## config.mk

```make
export PLATFORM = sky130hd
export DESIGN_NAME = cpl_pipelined_adder
export DESIGN_NICKNAME = d
export VERILOG_FILES = /design/src/rtl/cpl_pipelined_adder.sv
export SDC_FILE = /design/constraint.sdc
export NUM_CORES = 1
export LEC_CHECK = 0
export CORE_UTILIZATION = 43
export CTS_BUF_LIST = sky130_fd_sc_hd__clkbuf_16
export DETAILED_ROUTE_END_ITERATION = 8
export PLACE_DENSITY_LB_ADDON = 0.12
export SYNTH_ARGS = -nofsm -noshare
export SYNTH_HDL_FRONTEND = slang
export SYNTH_SLANG_ARGS = --single-unit
```

## constraint.sdc

```tcl
create_clock -name clk -period 1.7 [get_ports clk]
set_input_delay 0.51 -clock clk [delete_from_list [all_inputs] [get_ports clk]]
set_output_delay 0.51 -clock clk [all_outputs]
set_load 0.03 [all_outputs]
```

## src/rtl/cpl_pipelined_adder.sv

```systemverilog
// Pipelined dual-rail adder: the carry ripples through STAGES register slices,
// and a valid/ready handshake moves the whole pipeline as a single unit.
module cpl_pipelined_adder #(
  parameter int WIDTH       = 16,
  parameter int STAGES      = 4,
  parameter bit CHECK_RAILS = 1
) (
  input  logic             clk,
  input  logic             rst,
  input  logic             in_valid,
  output logic             in_ready,
  input  logic [WIDTH-1:0] A,
  input  logic [WIDTH-1:0] Abar,
  input  logic [WIDTH-1:0] B,
  input  logic [WIDTH-1:0] Bbar,
  input  logic             C,
  input  logic             Cbar,
  output logic             out_valid,
  input  logic             out_ready,
  output logic [WIDTH-1:0] Sum,
  output logic [WIDTH-1:0] SumBar,
  output logic             Carry,
  output logic             CarryBar,
  output logic             out_rail_err,
  output logic             rail_err,
  input  logic             rail_err_clr
);

  localparam int SW = WIDTH / STAGES;

  logic             advance;
  logic             accept;
  logic             fault;
  logic [STAGES-1:0] stage_vld;
  logic [STAGES-1:0] stage_carry;
  logic [STAGES-1:0] stage_err;
  logic [WIDTH-1:0]  stage_a   [STAGES];
  logic [WIDTH-1:0]  stage_b   [STAGES];
  logic [WIDTH-1:0]  stage_sum [STAGES];

  // No bubble collapse: every slice moves only when the output slot is free.
  assign in_ready = ~stage_vld[STAGES-1] | out_ready;
  assign advance  = in_ready;
  assign accept   = in_valid & in_ready;

  generate
    if (CHECK_RAILS) begin : g_check
      logic rail_err_reg;

      assign fault = (|(A ~^ Abar)) | (|(B ~^ Bbar)) | (C ~^ Cbar);

      // A new fault takes priority over a clear arriving in the same cycle.
      always_ff @(posedge clk) begin
        if (rst) begin
          rail_err_reg <= 1'b0;
        end else if (accept && fault) begin
          rail_err_reg <= 1'b1;
        end else if (rail_err_clr) begin
          rail_err_reg <= 1'b0;
        end
      end

      assign rail_err = rail_err_reg;
    end else begin : g_nocheck
      logic unused_rails;

      assign unused_rails = ^{Abar, Bbar, Cbar, rail_err_clr};
      assign fault        = 1'b0;
      assign rail_err     = 1'b0;
    end
  endgenerate

  genvar gi;
  generate
    for (gi = 0; gi < STAGES; gi++) begin : g_stage
      logic             in_vld;
      logic             c_in;
      logic             err_in;
      logic [WIDTH-1:0] a_in;
      logic [WIDTH-1:0] b_in;
      logic [WIDTH-1:0] sum_in;
      logic [SW:0]      slice;
      logic [WIDTH-1:0] sum_next;

      logic             vld_reg;
      logic             carry_reg;
      logic             err_reg;
      logic [WIDTH-1:0] sum_reg;
      logic [WIDTH-1:0] a_reg;
      logic [WIDTH-1:0] b_reg;

      if (gi == 0) begin : g_first
        assign in_vld = accept;
        assign a_in   = A;
        assign b_in   = B;
        assign c_in   = C;
        assign err_in = fault;
        assign sum_in = '0;
      end else begin : g_later
        assign in_vld = stage_vld[gi-1];
        assign a_in   = stage_a[gi-1];
        assign b_in   = stage_b[gi-1];
        assign c_in   = stage_carry[gi-1];
        assign err_in = stage_err[gi-1];
        assign sum_in = stage_sum[gi-1];
      end

      assign slice = {1'b0, a_in[gi*SW +: SW]} + {1'b0, b_in[gi*SW +: SW]}
                   + {{SW{1'b0}}, c_in};

      // Finished low bits ride along unchanged; this slice fills in its own bits.
      always_comb begin
        sum_next                = sum_in;
        sum_next[gi*SW +: SW]   = slice[SW-1:0];
      end

      always_ff @(posedge clk) begin
        if (rst) begin
          vld_reg   <= 1'b0;
          carry_reg <= 1'b0;
          err_reg   <= 1'b0;
          sum_reg   <= '0;
        end else if (advance) begin
          vld_reg <= in_vld;
          if (in_vld) begin
            carry_reg <= slice[SW];
            err_reg   <= err_in;
            sum_reg   <= sum_next;
          end
        end
      end

      // Operand skew registers carry no reset: contents only matter under vld_reg.
      always_ff @(posedge clk) begin
        if (advance && in_vld) begin
          a_reg <= a_in;
          b_reg <= b_in;
        end
      end

      assign stage_vld[gi]   = vld_reg;
      assign stage_carry[gi] = carry_reg;
      assign stage_err[gi]   = err_reg;
      assign stage_sum[gi]   = sum_reg;
      assign stage_a[gi]     = a_reg;
      assign stage_b[gi]     = b_reg;
    end
  endgenerate

  logic unused_ops;
  assign unused_ops = ^{stage_a[STAGES-1], stage_b[STAGES-1]};

  assign out_valid    = stage_vld[STAGES-1];
  assign Sum          = stage_sum[STAGES-1];
  assign SumBar       = ~stage_sum[STAGES-1];
  assign Carry        = stage_carry[STAGES-1];
  assign CarryBar     = ~stage_carry[STAGES-1];
  assign out_rail_err = stage_err[STAGES-1];

endmodule

```

==> results of run 1 <==
## synthesized netlist by cell type, drive strengths merged, types with 3 or more instances
cell type | instances | area [sq um]
nand2 | 79 | 304
dfxtp | 53 | 1060
edfxtp | 48 | 1440
a21oi | 47 | 235
xnor2 | 35 | 307
inv | 30 | 113
nor2 | 16 | 60.1
ha | 12 | 150
a211oi | 10 | 75.1
buf | 8 | 50.1
fa | 8 | 160
nor2b | 7 | 51.3
nor4 | 7 | 43.8
a21o | 6 | 45.0
clkbuf | 6 | 22.5
nor3 | 5 | 30.0
o21ai | 3 | 15.0
xor2 | 3 | 26.3
## routing by layer
metal | global-route usage | routed length [um] | vias to the layer above
met2 | 0.296 | 3920 | 108
li1 | - | - | 1596
met5 | 0 | 0 | -
met3 | 0.0437 | 477 | 4
met4 | 0.0468 | 52 | 0
met1 | 0.205 | 3690 | 1336
## final cells by class
type	count	area, sq um
Tap cell	129	161
Sequential cell	101	2500
Clock inverter	7	57.6
Timing Repair Buffer	151	1450
Multi-Input combinational cell	243	1630
Fill cell	786	3230
Clock buffer	9	225
Inverter	30	115
## through the flow
| stage | power, mW | worst slack (ns) | cells |
|---|---|---|---|
| floorplan | 3.05 | 0.0312 | 388 |
| global route | 5.50 | -0.123 | 670 |
| detailed placement | 3.43 | -0.625 | 652 |
| finish | 5.29 | -0.0598 | 670 |
| CTS | 5.32 | -0.0443 | 669 |
| global placement | 3.41 | -0.577 | 652 |
## timing repair
action / CTS / global route
gates resized for setup: 63 / 27
pin swaps: 13 / 22
hold buffers: 0 / 0
endpoints found under the setup margin: 45 / 14
setup buffers: 1 / 1
## kinds of logic (layout without fill, tap and decap cells)
kind of cell / count (synthesis) / count (layout)
adder cells (fa/ha/maj): 20 / 20
AO/OA/AOI/OAI: 66 / 66
buffers and inverters: 44 / 197
AND/OR/NAND/NOR: 119 / 119
flip-flops: 101 / 101
XOR/XNOR: 38 / 38
## cell usage in the layout, fill, tap and decap left out, types with 4 or more instances in the layout
cell type,count
ha_1,12
inv_1,26
a21o_1,6
clkdlybuf4s50_1,43
xnor2_1,33
dlymetal6s2s_1,9
dfxtp_1,52
buf_4,35
nor3_1,4
buf_12,8
fa_2,6
nand2_1,76
a21oi_1,45
clkbuf_16,9
dlygate4sd2_1,51
nor2_1,16
edfxtp_1,48
a211oi_1,7
nor4_2,4
## worst paths after layout
check | slack, ns | depth (start not counted) | start | endpoint
setup / recovery | -0.06 | 5 | g_stage[2].a_reg[12] | Carry
hold / removal | 0.42 | 0 | g_stage[1].a_reg[13] | g_stage[2].a_reg[13]
setup reg to reg | -0.06 | 5 | g_stage[2].a_reg[12] | Carry
hold reg to reg | 0.42 | 0 | g_stage[1].a_reg[13] | g_stage[2].a_reg[13]
## power groups by stage
stage                     logic (mW)  clock network (mW)  registers, mW
final                          0.680                1.91           2.70
after global routing           0.745                2.04           2.71
after CTS                      0.671                1.95           2.70
after detailed placement       0.677                   0           2.75
after global placement         0.660                   0           2.75
after floorplan                0.301                   0           2.75
==> impl_metrics.ini, run 1 <==
[pwr]
vdd_drop_max_mv = 0.447
power_frac_seq = 0.510
power.switching_mw = 1.25
swShare = 0.236
clock_power_share = 0.361
power_frac_comb = 0.129
p_leak_nw = 2.41
p_int_mw = 4.04
power.density_nw_per_um2 = 861

[floorplan]
die_area_sq_um = 10200
rows = 35
start_util = 0.451
fp.dieH_um = 101
fp.dieW_um = 101
core_area_sq_um = 9370
io_pins = 109

[global_routing]
overflow = 0
grtUsageTotal = 0.169
grt_max_degree = 22
antenna_found_initial = 0
grt_pass1_wl_um = 13300
grt_pass1_vias = 2977

[timing]
finalCriticalPeriod_ns = 1.76
setup_violations = 1
post-route-period-util = 1.04
tightestPinTransition_ns = 0.339
drv_slew = 0
fmaxAchievable_mhz = 568
clock-skew-final_ns = 0.00777
worst_slack_ns = -0.0598
holdWs_ns = 0.421
fin_tns_setup_ns = -0.0598
rsz0062_at_grt = true
relSlewSlack = 0.774
hold_violations = 0

[routing]
routed_via_density = 4.54
drt-total-wl_um = 8150
dr.pass1.iters = 4
drc_errors = 0
drtIter0Drc = 65
num_vias = 3044
ant_nets = 0
avgRoutedWirePerCell_um = 12.2

[layout]
utilization = 0.655
n_antenna_cell = 0
fin_area_sq_um = 6140
area_growth_pct = 45.3
nNetsFinal = 627
drive_above_1_share = 0.174

[yosys]
async_flop_share = 0
ys_seq_area_frac = 0.592
synthDistinctLibCells = 28
synth_top_family_by_area = simple AND/OR/NAND/NOR gates
netlist_area_sq_um = 4220
synthSimpleGateAreaFrac = 0.124
synth_compound_gate_area_share = 0.0877
synthAdderAreaFrac = 0.0735
synth_xor_area_frac = 0.0788
yosysWarnings = 0
synth_mux_area_frac = 0
synth_flop_cell = dfxtp_1
ys_ff_latch = 101
synth-edff-count = 48
syn_inst = 388
syn_nets = 479
syn-mean-instance-area_sq_um = 10.9

[place]
io_buffers = 108
globalplace.congestion = 0.803
postPlaceCellArea_sq_um = 5800
hpwl_um = 6310

[hold_path]
min_path_type = reg -> reg

[worst_setup_path]
crit_type = reg -> reg
path_buf_inv = 0
path_delay_family = adder cells
critPathMaxFanout = 2
arrival_ns = 1.97
start_kind = flip-flop
crit_path_frequent_cell = fa_2
cp_slowest_cell = edfxtp_1
crit_required_ns = 1.91
end_kind = flip-flop
max_stage_delay_ns = 0.40
worstPathCellList = fa_2, fa_2, a21o_1, a211oi_2, a211oi_1

[clocking]
cts_tree = yes
clk_transition_reported_paths_ns = 0.07
h-tree-depth = 3
cts.sinks = 101
insertion_delay_ns = 0.33
clockBufferDepth = 2
root_buffer = clkbuf_16
cts_made_buffers = 9

[outcome]
violations = negative setup slack
status = finished, violations left

[job]
maxCapViolations = 0
Power figures use the tool's default switching activity.
==> run 2: changes to the inputs <==
--- a/config.mk
+++ b/config.mk
@@ -8,6 +8,9 @@
 export CORE_UTILIZATION = 43
 export CTS_BUF_LIST = sky130_fd_sc_hd__clkbuf_16
 export DETAILED_ROUTE_END_ITERATION = 8
+export DONT_BUFFER_PORTS = 1
+export HOLD_SLACK_MARGIN = 0.1
+export MAX_ROUTING_LAYER = met4
 export PLACE_DENSITY_LB_ADDON = 0.12
 export SYNTH_ARGS = -nofsm -noshare
 export SYNTH_HDL_FRONTEND = slang
==> run 2 against run 1 <==
  * The run still ends with negative setup slack left
  * Power is 2.6% lower
  * Sequential power about the same
  * Critical path depth unchanged
  * Die area is the same
  * Final area fell by 20%
  * Maximum frequency rose by 2.2%
  * Setup slack improved by 0.038 ns
  * Routed wire length shrank 7.8%
  * Hold slack got worse by 0.19 ns
  * Utilization is 13 points lower
  * Combinational power shrank 43%
  * Critical path type unchanged
==> impl_metrics.ini, run 2 (synthesis gave the netlist of run 1 again) <==
[layout]
n_antenna_cell = 0
fillers = 912
layout_common_cells = nand2_1, dfxtp_1, edfxtp_1
nNetsFinal = 505
layout_commonest_cell = nand2_1
multi_input_area_sq_um = 1560
area_growth_pct = 15.6
drive_above_1_share = 0.146
final-seq-area_sq_um = 2500

[timing]
fmaxAchievable_mhz = 581
post-route-period-util = 1.01
fin_tns_setup_ns = -0.0221
tightestPinTransition_ns = 0.427
finalCriticalPeriod_ns = 1.72
clock-skew-final_ns = 0.00694
worst_slack_ns = -0.0221
relSlewSlack = 0.713
rsz0062_at_grt = true
hold_violations = 0
setup_violations = 1
drv_slew = 0

[routing]
drtIter0Drc = 90
routed.top_layer = met4
wl_met2_um = 3170
routed_via_density = 4.82
wl_met1_um = 3730
drt-total-wl_um = 7510
ant_nets = 0
drc_errors = 0
avgRoutedWirePerCell_um = 13.7
wl_met3_um = 486
num_vias = 2640
dr.pass1.iters = 4

[global_routing]
antenna_found_initial = 0
grtUsageTotal = 0.163
grt_max_degree = 54
overflow = 0
grt_pass1_vias = 2510
grt_pass1_wl_um = 12200

[worst_setup_path]
arrival_ns = 1.94
path_buf_inv = 0
crit_type = reg -> reg
crit_path_frequent_cell = fa_2
cp_slowest_cell = edfxtp_1
rrSetupSlack_ns = -0.02
crit_required_ns = 1.91
start_kind = flip-flop
end_kind = flip-flop
max_stage_delay_ns = 0.40
path_delay_family = adder cells
critPathMaxFanout = 2
worstPathCellList = fa_2, fa_2, a21o_1, a211oi_2, a211oi_1

[clocking]
hold_buffers = 0
clockBufferDepth = 2
insertion_delay_ns = 0.34
cts_made_buffers = 9
cts_tree = yes
clk_transition_reported_paths_ns = 0.07
h-tree-depth = 3
cts.sinks = 101
root_buffer = clkbuf_16

[job]
maxCapViolations = 0

[floorplan]
fp.dieH_um = 101
fp.dieW_um = 101
io_pins = 109
rows = 35
die_area_sq_um = 10200
core_area_sq_um = 9370
start_util = 0.451

[place]
io_buffers = 0
hpwl_um = 5570
globalplace.congestion = 0.741

[hold_path]
min_path_type = in -> reg

[outcome]
status = finished, violations left
violations = negative setup slack

[pwr]
finalPower_mw = 5.15
vdd_drop_max_mv = 0.517
power.density_nw_per_um2 = 1050
p_leak_nw = 1.73
[run 2: cell types whose count changed in the layout (fill, tap and decap cells not counted), sizes merged]
cell / change
clkinv: +1
clkbuf: -2
buf: -16
bufinv: +1
clkdlybuf4s50: -43
dlymetal6s2s: -9
dlygate4sd2: -51
clkinvlp: -2
clkdlybuf4s15: -1
[run 2: worst paths after layout]
path | end | cells past startpoint | startpoint
max reg2reg | Carry | 5 | g_stage[2].b_reg[12]
min reg2reg | g_stage[2].b_reg[15] | 0 | g_stage[1].b_reg[15]
max | Carry | 5 | g_stage[2].b_reg[12]
min | Sum[13] | 1 | rst
[run 2: power by group]
group | switching (mW) | internal [mW] | leakage, nW
registers | 0.0473 | 2.65 | 0.889
logic | 0.204 | 0.184 | 0.690
clock network | 0.900 | 1.16 | 0.148
total | 1.15 | 4.00 | 1.73
[run 2: area by class of cell]
class                   count  share of cell area
flip-flops and latches    101               0.512
multi-input cells         243               0.319
repair buffers             29              0.0497
clock buffers               9              0.0461
well taps                 129              0.0330
inverters                  30              0.0231
clock inverters             7              0.0166
[run 2: routing by layer]
layer,global-route usage,vias up
li1,-,1345
met4,0.0669,0
met5,-,-
met1,0.223,1182
met3,0.0388,9
met2,0.232,104
[run 2: per-stage QoR]
stage	hold slack (ns)	cells	util	area, sq um	setup WS, ns
2_1_floorplan	0.400	388	-	4230	0.0312
3_3_place_gp	0.405	530	0.485	4550	-0.0636
3_5_place_dp	0.405	530	0.485	4550	-0.0947
4_1_cts	0.221	546	0.518	4860	-0.0413
5_1_grt	0.218	548	0.521	4880	-0.137
6_report	0.232	548	0.521	4880	-0.0221
[run 2: timing repair]
| item | 4_1_cts | 5_1_grt |
|---|---|---|
| gates resized for setup | 1 | 3 |
| endpoints found under the hold margin | 0 | 0 |
| setup endpoints to repair | 1 | 6 |
| buffers inserted | 0 | 2 |
| pin swaps | 1 | 2 |
